**src/rtl/jtag_ir_decode_reg_if.sv**
```systemverilog
// TAP-side signal bundle for the JTAG instruction register with opcode decode.
// master drives the TAP flags and serial data; slave is the IR itself.
interface jtag_ir_decode_reg_if #(
    parameter int unsigned DATA_WIDTH = 5,
    parameter int unsigned NUM_DR     = 8
);
    logic                  test_logic_reset;
    logic                  capture_ir;
    logic                  shift_ir;
    logic                  update_ir;
    logic                  tdi;
    logic [DATA_WIDTH-3:0] status;
    logic                  tdo;
    logic [DATA_WIDTH-1:0] opcode;
    logic [NUM_DR-1:0]     dr_sel;
    logic                  bypass_sel;
    logic                  invalid;
    logic                  length_err;

    modport master (
        output test_logic_reset, capture_ir, shift_ir, update_ir, tdi, status,
        input  tdo, opcode, dr_sel, bypass_sel, invalid, length_err
    );

    modport slave (
        input  test_logic_reset, capture_ir, shift_ir, update_ir, tdi, status,
        output tdo, opcode, dr_sel, bypass_sel, invalid, length_err
    );
endinterface

```
**src/rtl/jtag_ir_decode_reg.sv**
```systemverilog
// JTAG instruction register with shadow opcode and registered one-hot DR select.
// Optional shift-length check enabled by defining JTAG_IR_LENGTH_CHECK_EN.
module jtag_ir_decode_reg #(
    parameter int unsigned           DATA_WIDTH   = 5,
    parameter int unsigned           NUM_DR       = 8,
    parameter logic [DATA_WIDTH-1:0] RESET_OPCODE = {DATA_WIDTH{1'b1}}
) (
    input logic               clock,
    input logic               reset,
    jtag_ir_decode_reg_if.slave ir
);

    localparam logic [DATA_WIDTH-1:0] ALL_ONES = {DATA_WIDTH{1'b1}};

    typedef struct packed {
        logic [DATA_WIDTH-1:0] opcode;
        logic [NUM_DR-1:0]     dr_sel;
        logic                  bypass_sel;
        logic                  invalid;
    } decode_t;

    // Anything outside 0..NUM_DR-1 that is not BYPASS falls back to BYPASS and flags invalid.
    function automatic decode_t decode(input logic [DATA_WIDTH-1:0] value);
        decode_t d;
        d.opcode     = ALL_ONES;
        d.dr_sel     = '0;
        d.bypass_sel = 1'b1;
        d.invalid    = 1'b0;
        if (value != ALL_ONES) begin
            if (value < DATA_WIDTH'(NUM_DR)) begin
                d.opcode     = value;
                d.bypass_sel = 1'b0;
                for (int unsigned k = 0; k < NUM_DR; k++) begin
                    d.dr_sel[k] = (value == DATA_WIDTH'(k));
                end
            end else begin
                d.invalid = 1'b1;
            end
        end
        return d;
    endfunction

    logic                  rst_any;
    logic [DATA_WIDTH-1:0] shift_reg;
    logic                  update_ok;
    decode_t               rst_dec;
    decode_t               upd_dec;
    logic [DATA_WIDTH-1:0] opcode_q;
    logic [NUM_DR-1:0]     dr_sel_q;
    logic                  bypass_sel_q;
    logic                  invalid_q;

    assign rst_any = reset | ir.test_logic_reset;
    assign rst_dec = decode(RESET_OPCODE);
    assign upd_dec = decode(shift_reg);

    // Capture/shift path; update always sees the value from before this edge.
    always_ff @(posedge clock) begin
        if (rst_any) begin
            shift_reg <= '0;
        end else if (ir.capture_ir) begin
            shift_reg <= {ir.status, 2'b01};
        end else if (ir.shift_ir) begin
            shift_reg <= {ir.tdi, shift_reg[DATA_WIDTH-1:1]};
        end
    end

`ifdef JTAG_IR_LENGTH_CHECK_EN
    localparam int unsigned          CNT_W   = $clog2(DATA_WIDTH + 1);
    localparam logic [CNT_W-1:0]     CNT_MAX = CNT_W'(DATA_WIDTH);

    logic [CNT_W-1:0] shift_cnt;
    logic             length_err_q;

    // Saturating count of bits shifted since the last capture.
    always_ff @(posedge clock) begin
        if (rst_any) begin
            shift_cnt <= '0;
        end else if (ir.capture_ir) begin
            shift_cnt <= '0;
        end else if (ir.shift_ir && (shift_cnt < CNT_MAX)) begin
            shift_cnt <= shift_cnt + CNT_W'(1);
        end
    end

    assign update_ok = (shift_cnt >= CNT_MAX);

    always_ff @(posedge clock) begin
        if (rst_any) begin
            length_err_q <= 1'b0;
        end else if (ir.update_ir) begin
            length_err_q <= ~update_ok;
        end
    end

    assign ir.length_err = length_err_q;
`else
    assign update_ok     = 1'b1;
    assign ir.length_err = 1'b0;
`endif

    // Shadow register and decoded selects commit together on the update edge.
    always_ff @(posedge clock) begin
        if (rst_any) begin
            opcode_q     <= rst_dec.opcode;
            dr_sel_q     <= rst_dec.dr_sel;
            bypass_sel_q <= rst_dec.bypass_sel;
            invalid_q    <= 1'b0;
        end else if (ir.update_ir && update_ok) begin
            opcode_q     <= upd_dec.opcode;
            dr_sel_q     <= upd_dec.dr_sel;
            bypass_sel_q <= upd_dec.bypass_sel;
            invalid_q    <= upd_dec.invalid;
        end
    end

    assign ir.tdo        = shift_reg[0];
    assign ir.opcode     = opcode_q;
    assign ir.dr_sel     = dr_sel_q;
    assign ir.bypass_sel = bypass_sel_q;
    assign ir.invalid    = invalid_q;

endmodule

```
**src/flat_wrapper.sv**
```systemverilog
// flat-port wrapper written by rule: the top's interface ports become plain ports
module jtag_ir_decode_reg_flat 
#(
    parameter int unsigned           DATA_WIDTH   = 5,
    parameter int unsigned           NUM_DR       = 8,
    parameter logic [DATA_WIDTH-1:0] RESET_OPCODE = {DATA_WIDTH{1'b1}}
)
  (clock, reset, ir_test_logic_reset, ir_capture_ir, ir_shift_ir, ir_update_ir, ir_tdi, ir_status, ir_tdo, ir_opcode, ir_dr_sel, ir_bypass_sel, ir_invalid, ir_length_err);
  jtag_ir_decode_reg_if #(.DATA_WIDTH(DATA_WIDTH), .NUM_DR(NUM_DR)) ir_i ();
  input logic clock;
  input logic reset;
  input wire logic [$bits(ir_i.test_logic_reset)-1:0] ir_test_logic_reset;
  input wire logic [$bits(ir_i.capture_ir)-1:0] ir_capture_ir;
  input wire logic [$bits(ir_i.shift_ir)-1:0] ir_shift_ir;
  input wire logic [$bits(ir_i.update_ir)-1:0] ir_update_ir;
  input wire logic [$bits(ir_i.tdi)-1:0] ir_tdi;
  input wire logic [$bits(ir_i.status)-1:0] ir_status;
  output wire logic [$bits(ir_i.tdo)-1:0] ir_tdo;
  output wire logic [$bits(ir_i.opcode)-1:0] ir_opcode;
  output wire logic [$bits(ir_i.dr_sel)-1:0] ir_dr_sel;
  output wire logic [$bits(ir_i.bypass_sel)-1:0] ir_bypass_sel;
  output wire logic [$bits(ir_i.invalid)-1:0] ir_invalid;
  output wire logic [$bits(ir_i.length_err)-1:0] ir_length_err;
  assign ir_i.test_logic_reset = ir_test_logic_reset;
  assign ir_i.capture_ir = ir_capture_ir;
  assign ir_i.shift_ir = ir_shift_ir;
  assign ir_i.update_ir = ir_update_ir;
  assign ir_i.tdi = ir_tdi;
  assign ir_i.status = ir_status;
  assign ir_tdo = ir_i.tdo;
  assign ir_opcode = ir_i.opcode;
  assign ir_dr_sel = ir_i.dr_sel;
  assign ir_bypass_sel = ir_i.bypass_sel;
  assign ir_invalid = ir_i.invalid;
  assign ir_length_err = ir_i.length_err;
  jtag_ir_decode_reg #(.DATA_WIDTH(DATA_WIDTH), .NUM_DR(NUM_DR), .RESET_OPCODE(RESET_OPCODE)) u_core (.clock(clock), .reset(reset), .ir(ir_i));
endmodule
```
**config.mk**
```make
export PLATFORM = sky130hd
export DESIGN_NAME = jtag_ir_decode_reg_flat
export DESIGN_NICKNAME = d
export VERILOG_FILES = /design/src/rtl/jtag_ir_decode_reg_if.sv /design/src/rtl/jtag_ir_decode_reg.sv /design/src/flat_wrapper.sv
export SDC_FILE = /design/constraint.sdc
export NUM_CORES = 1
export LEC_CHECK = 0
export CAP_MARGIN = 10
export CORE_MARGIN = 2
export CORE_UTILIZATION = 40
export DETAILED_ROUTE_END_ITERATION = 16
export PLACE_DENSITY = 0.84
export RECOVER_POWER = 100
export SETUP_SLACK_MARGIN = 0.3
export SLEW_MARGIN = 20
export SYNTH_ARGS = -nofsm -noshare
export SYNTH_HDL_FRONTEND = slang
export SYNTH_SLANG_ARGS = --single-unit
```
**constraint.sdc**
```tcl
create_clock -name clock -period 1 [get_ports clock]
set_input_delay 0.2 -clock clock [delete_from_list [all_inputs] [get_ports clock]]
set_output_delay 0.2 -clock clock [all_outputs]
set_load 0.01 [all_outputs]
```
==> results of run 1 <==
-- what timing repair did --
item,4_1_cts,5_1_grt
pin swaps,9,7
setup buffers,5,1
gates cloned,0,0
setup endpoints to repair,34,34
resized for setup,119,17
-- cells in the final DEF, fill, tap and decap left out, types with 2 or more instances in the layout --
master / synthesis / final
a21oi_2: 1 / 6
buf_4: 4 / 17
buf_6: 2 / 19
clkbuf_4: 0 / 3
clkdlybuf4s50_1: 0 / 4
dfxtp_2: 0 / 12
dfxtp_4: 0 / 6
dlygate4sd2_1: 0 / 5
mux2_2: 3 / 2
mux2i_1: 4 / 4
nand2_1: 2 / 2
nand2b_1: 5 / 5
nand3_2: 1 / 3
nand3b_1: 2 / 2
nor2_1: 12 / 11
nor2b_1: 5 / 2
nor2b_4: 0 / 3
nor4b_4: 1 / 3
o21ai_1: 0 / 3
-- where the power goes --
part	switching (mW)	internal, mW	leakage (nW)
logic	0.123	0.171	0.409
registers	0.0275	0.727	0.153
clock network	0.226	0.222	0.0210
-- layout make-up --
class                      instances  share of cell area (%)
multi-input combinational         61                    36.6
timing repair buffer              46                    30.9
sequential                        18                    27.6
clock buffer                       4                    2.52
tap                               27                    2.34
-- worst max-delay path: stages (launching register included) --
cell and delay, ns:
dfxtp_4 0.41, nor3b_4 0.31, nand2_1 0.12, o31ai_2 0.20
-- through the flow --
| step | util (%) | area [um^2] | TNS, ns |
|---|---|---|---|
| after detailed placement | 59.9 | 1190 | -6.96 |
| after global placement | 59.9 | 1190 | -6.22 |
| after CTS | 68.8 | 1360 | -0.304 |
| final | 72.7 | 1440 | -0.785 |
| after global routing | 72.7 | 1440 | -1.44 |
| after floorplan | - | 876 | -0.0103 |
-- Yosys cell counts (2+ instances only) --
| cell | instances | share of area (%) |
|---|---|---|
| nor4b_1 | 2 | 2.1 |
| mux2_2 | 3 | 4.0 |
| buf_6 | 2 | 2.7 |
| nor2_1 | 12 | 5.3 |
| nand3b_1 | 2 | 1.8 |
| mux2i_1 | 4 | 4.7 |
| nand2_1 | 2 | 0.89 |
| buf_4 | 4 | 3.5 |
| o21ai_0 | 5 | 3.0 |
| nor3_1 | 2 | 1.2 |
| a21oi_1 | 6 | 3.5 |
| nand2b_1 | 5 | 3.7 |
| nand3_1 | 2 | 1.2 |
| buf_2 | 3 | 1.8 |
| dfxtp_1 | 18 | 43 |
| nor2b_1 | 5 | 3.7 |
-- kinds of logic after synthesis --
| family | Yosys count |
|---|---|
| AO/OA/AOI/OAI | 14 |
| multiplexers | 7 |
| other | 1 |
| flip-flops | 18 |
| buffers and inverters | 11 |
| AND/OR/NAND/NOR | 39 |
-- metal layers --
layer	track usage (%)	routed length (um)	share of wire, %	vias to the layer above
met5	0	0	0	-
met4	9.72	82	3.2	0
met1	20.3	990	39	398
met3	3.64	124	4.8	10
li1	-	-	-	380
met2	37.7	1370	53	39
-- worst paths after layout --
path	from	end	slack, ns	depth (start not counted)
hold reg to reg	u_core.ir.dr_sel[5]$_SDFFE_PP0P_	u_core.ir.dr_sel[5]$_SDFFE_PP0P_	0.49	2
hold / removal	reset	u_core.ir.opcode[4]$_SDFFE_PP1P_	0.28	3
setup / recovery	u_core.shift_reg[3]$_SDFFE_PP0P_	u_core.ir.dr_sel[7]$_SDFFE_PP0P_	-0.13	3
setup reg to reg	u_core.shift_reg[3]$_SDFFE_PP0P_	u_core.ir.dr_sel[7]$_SDFFE_PP0P_	-0.13	3
==> impl_metrics.yaml, run 1 <==
grt:
  antenna_found_initial: 0
  grt_usage_pct: 19.9
  grt_pass1_wl_um: 3630
  grt-ovfl-total: 0
  grt_max_degree: 14
  grt_pass1_vias: 796
clock_network:
  h-tree-depth: 1
  cts-root-buf: "clkbuf_4"
  cts_tree: "yes"
  cts_buffers: 3
  cts_hold_buf: 0
  clk_latency_ns: 0.30
  cts_num_sinks: 18
  clk_pin_slew_ns: 0.10
  cts_buffer_depth: 2
yosys:
  syn_nets: 100
  synth_cell_type_count: 29
  synth_edf_count: 0
  synthAdderAreaFrac_pct: 0
  synth-simple-area-share_pct: 30.0
  synthMuxAreaShare_pct: 8.71
  syn_avg_cell_area_um2: 9.41
  synthFlopType: "dfxtp_1"
  yosys_warnings: 0
  ys_ff_latch: 18
  synth_top_family_by_area: "simple AND/OR/NAND/NOR gates"
  syn_inst: 90
  synth_compound_area_share_pct: 9.31
  synth-xor-area-share_pct: 0
  ys_seq_area_share_pct: 42.5
  async_reset_ff_share_pct: 0
  syn_area_um2: 847
power:
  vdd_drop_max_uv: 817
  power_density_nw_per_um2: 1040
  power.total_mw: 1.50
  leakagePower_nw: 0.584
cells_and_area:
  drive_gt1_share_pct: 65.9
  areaGrowthSynthToFinish_pct: 70.2
  largest_reg_flops: 8
  fill_cells: 128
  diodes: 0
  seqCellArea_um2: 398
  layoutNonFillerInstCount: 156
  layout.nets: 140
  multi_input_area_um2: 528
die:
  core_area_um2: 1980
  die_width_um: 50.0
  start_util_pct: 42.7
  dieHeight_um: 50.0
  die_area_um2: 2500
  rows: 16
  ios: 27
worst_setup_path:
  cp.arrival_ns: 1.34
  end_kind: "flip-flop"
  worstPathRequired_ns: 1.21
  cp_max_fo: 7
  path_class: "flip-flop to flip-flop"
  start_kind: "flip-flop"
drt:
  vias_per_cell: 5.30
  via_count: 827
  drt-pass1-iter-count: 4
  drt-initial-drc-count: 13
  drc_errors: 0
  drt_wl_total_um: 2570
  avgRoutedWirePerCell_um: 16.5
  drtAntennaViolNets: 0
sta:
  fin_skew_ns: 0.00253
  period_share_pct: 113
  rsz0062_at_grt: "true"
  hold_viol: 0
  fmax_mhz: 888
  hold_ws_ns: 0.284
  finalWorstSetupSlack_ns: -0.126
  setup_viol: 12
  min_period_ns: 1.13
  slew_viol_final: 0
run_status:
  failed_checks: "setup timing"
  status: "finished, violations left"
hold_path:
  holdCritPathClass: "input port to flip-flop"
place:
  gp_congestion: 0.769
  place_ws_ns: -0.432
  place_inst: 146
  hpwl_um: 1420
  io_buffer_count: 25
run:
  drv_cap: 0
(Power assumes the default switching activity.)
==> run 2, diff against run 1 <==
--- a/config.mk
+++ b/config.mk
@@ -6,13 +6,14 @@
 export NUM_CORES = 1
 export LEC_CHECK = 0
 export CAP_MARGIN = 10
+export CORE_ASPECT_RATIO = 0.8
 export CORE_MARGIN = 2
 export CORE_UTILIZATION = 40
 export DETAILED_ROUTE_END_ITERATION = 16
 export PLACE_DENSITY = 0.84
 export RECOVER_POWER = 100
 export SETUP_SLACK_MARGIN = 0.3
-export SLEW_MARGIN = 20
+export SLEW_MARGIN = 10
 export SYNTH_ARGS = -nofsm -noshare
 export SYNTH_HDL_FRONTEND = slang
 export SYNTH_SLANG_ARGS = --single-unit
==> run 2 against run 1 <==
  * The run still ends with setup timing left
  * Clock power shrank 14%
  * Die area grew 0.10%
  * Total power shrank 5.3%
  * Largest power group unchanged
  * Highest routed layer unchanged
==> impl_metrics.yaml, run 2 (synthesis gave the netlist of run 1 again) <==
worst_setup_path:
  start_kind: "flip-flop"
  cp_max_fo: 6
  cp.arrival_ns: 1.36
  r2r_start: "u_core.shift_reg[3]$_SDFFE_PP0P_"
  worstPathRequired_ns: 1.24
  end_kind: "flip-flop"
  path_class: "flip-flop to flip-flop"
  crit_start: "u_core.shift_reg[3]$_SDFFE_PP0P_"
power:
  p_sw_share_pct: 25.6
  power.total_mw: 1.42
  p_switching_mw: 0.363
  leakagePower_nw: 0.593
  sequentialPowerShare_pct: 53.2
  power_density_nw_per_um2: 1000
  comb_power_share_pct: 19.6
  p_clk_share_pct: 27.1
  vdd_drop_max_uv: 735
  intPower_mw: 1.05
clock_network:
  cts_tree: "yes"
  h-tree-depth: 1
  clk_latency_ns: 0.30
  cts_buffers: 3
  cts_num_sinks: 18
  cts_buffer_depth: 2
  clk_pin_slew_ns: 0.10
  cts-root-buf: "clkbuf_4"
  cts_hold_buf: 0
die:
  rows: 14
  dieHeight_um: 45.2
  die_width_um: 55.5
  core_area_um2: 1940
  start_util_pct: 43.6
  ios: 27
  die_area_um2: 2500
sta:
  setup_viol: 12
  slew_viol_final: 0
  period_share_pct: 112
  rsz0062_at_grt: "true"
  hold_viol: 0
  finalWorstSetupSlack_ns: -0.121
  min_period_ns: 1.12
  fmax_mhz: 892
  fin_skew_ns: 0.00639
drt:
  via_count: 766
  drt-pass1-iter-count: 2
  vias_per_cell: 4.91
  drt_wl_total_um: 2150
  drtAntennaViolNets: 0
  wl_met3_um: 96
  drt-initial-drc-count: 4
  drc_errors: 0
  routed.top_layer: "met4"
  met2_length_um: 1180
  drt-met1-wl_um: 849
  avgRoutedWirePerCell_um: 13.8
cells_and_area:
  diodes: 0
  mostFrequentLayoutCells: "buf_6, buf_4, dfxtp_2"
  largest_reg_flops: 8
  layoutNonFillerInstCount: 156
  areaGrowthSynthToFinish_pct: 66.9
  final_common_cell: "buf_6"
  layout.nets: 143
  fin_util_pct: 72.7
  drive_gt1_share_pct: 60.6
place:
  place_inst: 146
  hpwl_um: 1430
  gp_congestion: 0.753
  io_buffer_count: 25
run_status:
  failed_checks: "setup timing"
  status: "finished, violations left"
hold_path:
  holdCritPathClass: "input port to flip-flop"
  min_from: "ir_test_logic_reset"
grt:
  grt_max_degree: 11
  grt_usage_pct: 17.8
  grt-ovfl-total: 0
  antenna_found_initial: 0
  grt_pass1_vias: 749
  grt_pass1_wl_um: 3400
run:
  drv_cap: 0
run 2: timing repair:
| action | in CTS | in global routing |
|---|---|---|
| setup endpoints to repair | 34 | 34 |
| setup buffers | 4 | 2 |
| resized for setup | 111 | 16 |
| pin swaps | 8 | 7 |
run 2: metal layers:
layer	GRT usage, %	up-vias
li1	-	390
met2	33.3	23
met5	0	-
met4	4.39	0
met3	6.02	2
met1	19.8	351
run 2: worst paths after layout:
check	to	slack [ns]	cells past startpoint
worst max-delay path	u_core.ir.dr_sel[3]$_SDFFE_PP0P_	-0.12	3
worst min-delay path	u_core.shift_reg[1]$_SDFFE_PP0P_	0.25	3
worst max register to register	u_core.ir.dr_sel[3]$_SDFFE_PP0P_	-0.12	3
worst min register to register	u_core.ir.dr_sel[5]$_SDFFE_PP0P_	0.49	2
run 2: final cells by class:
| class | instances | area (um^2) |
|---|---|---|
| Fill cell | 144 | 531 |
| Tap cell | 24 | 30.0 |
| Clock buffer | 4 | 26.3 |
| Multi-Input combinational cell | 61 | 484 |
| Sequential cell | 18 | 398 |
| Timing Repair Buffer | 49 | 475 |
run 2: power by group through the flow:
| stage | Sequential [mW] | Combinational [mW] | Clock [mW] |
|---|---|---|---|
| after global routing | 0.757 | 0.297 | 0.435 |
| after floorplan | 0.769 | 0.133 | 0 |
| after detailed placement | 0.773 | 0.230 | 0 |
| after global placement | 0.771 | 0.222 | 0 |
| after CTS | 0.757 | 0.250 | 0.396 |
| final | 0.754 | 0.278 | 0.384 |
run 2: critical path, stage by stage (launching register included):
cell	delay, ns
dfxtp_4	0.40
nor4b_4	0.41
nand3_2	0.13
a21oi_2	0.12
run 2: stage by stage:
stage | area [um^2] | setup WS, ns | hold slack (ns) | setup TNS [ns]
finish | 1410 | -0.121 | 0.251 | -0.700
global route | 1410 | -0.199 | 0.267 | -1.68
CTS | 1330 | -0.104 | 0.470 | -0.669
detailed placement | 1190 | -0.454 | 0.475 | -6.99
global placement | 1190 | -0.376 | 0.464 | -5.93
floorplan | 876 | -0.0103 | 0.344 | -0.0103
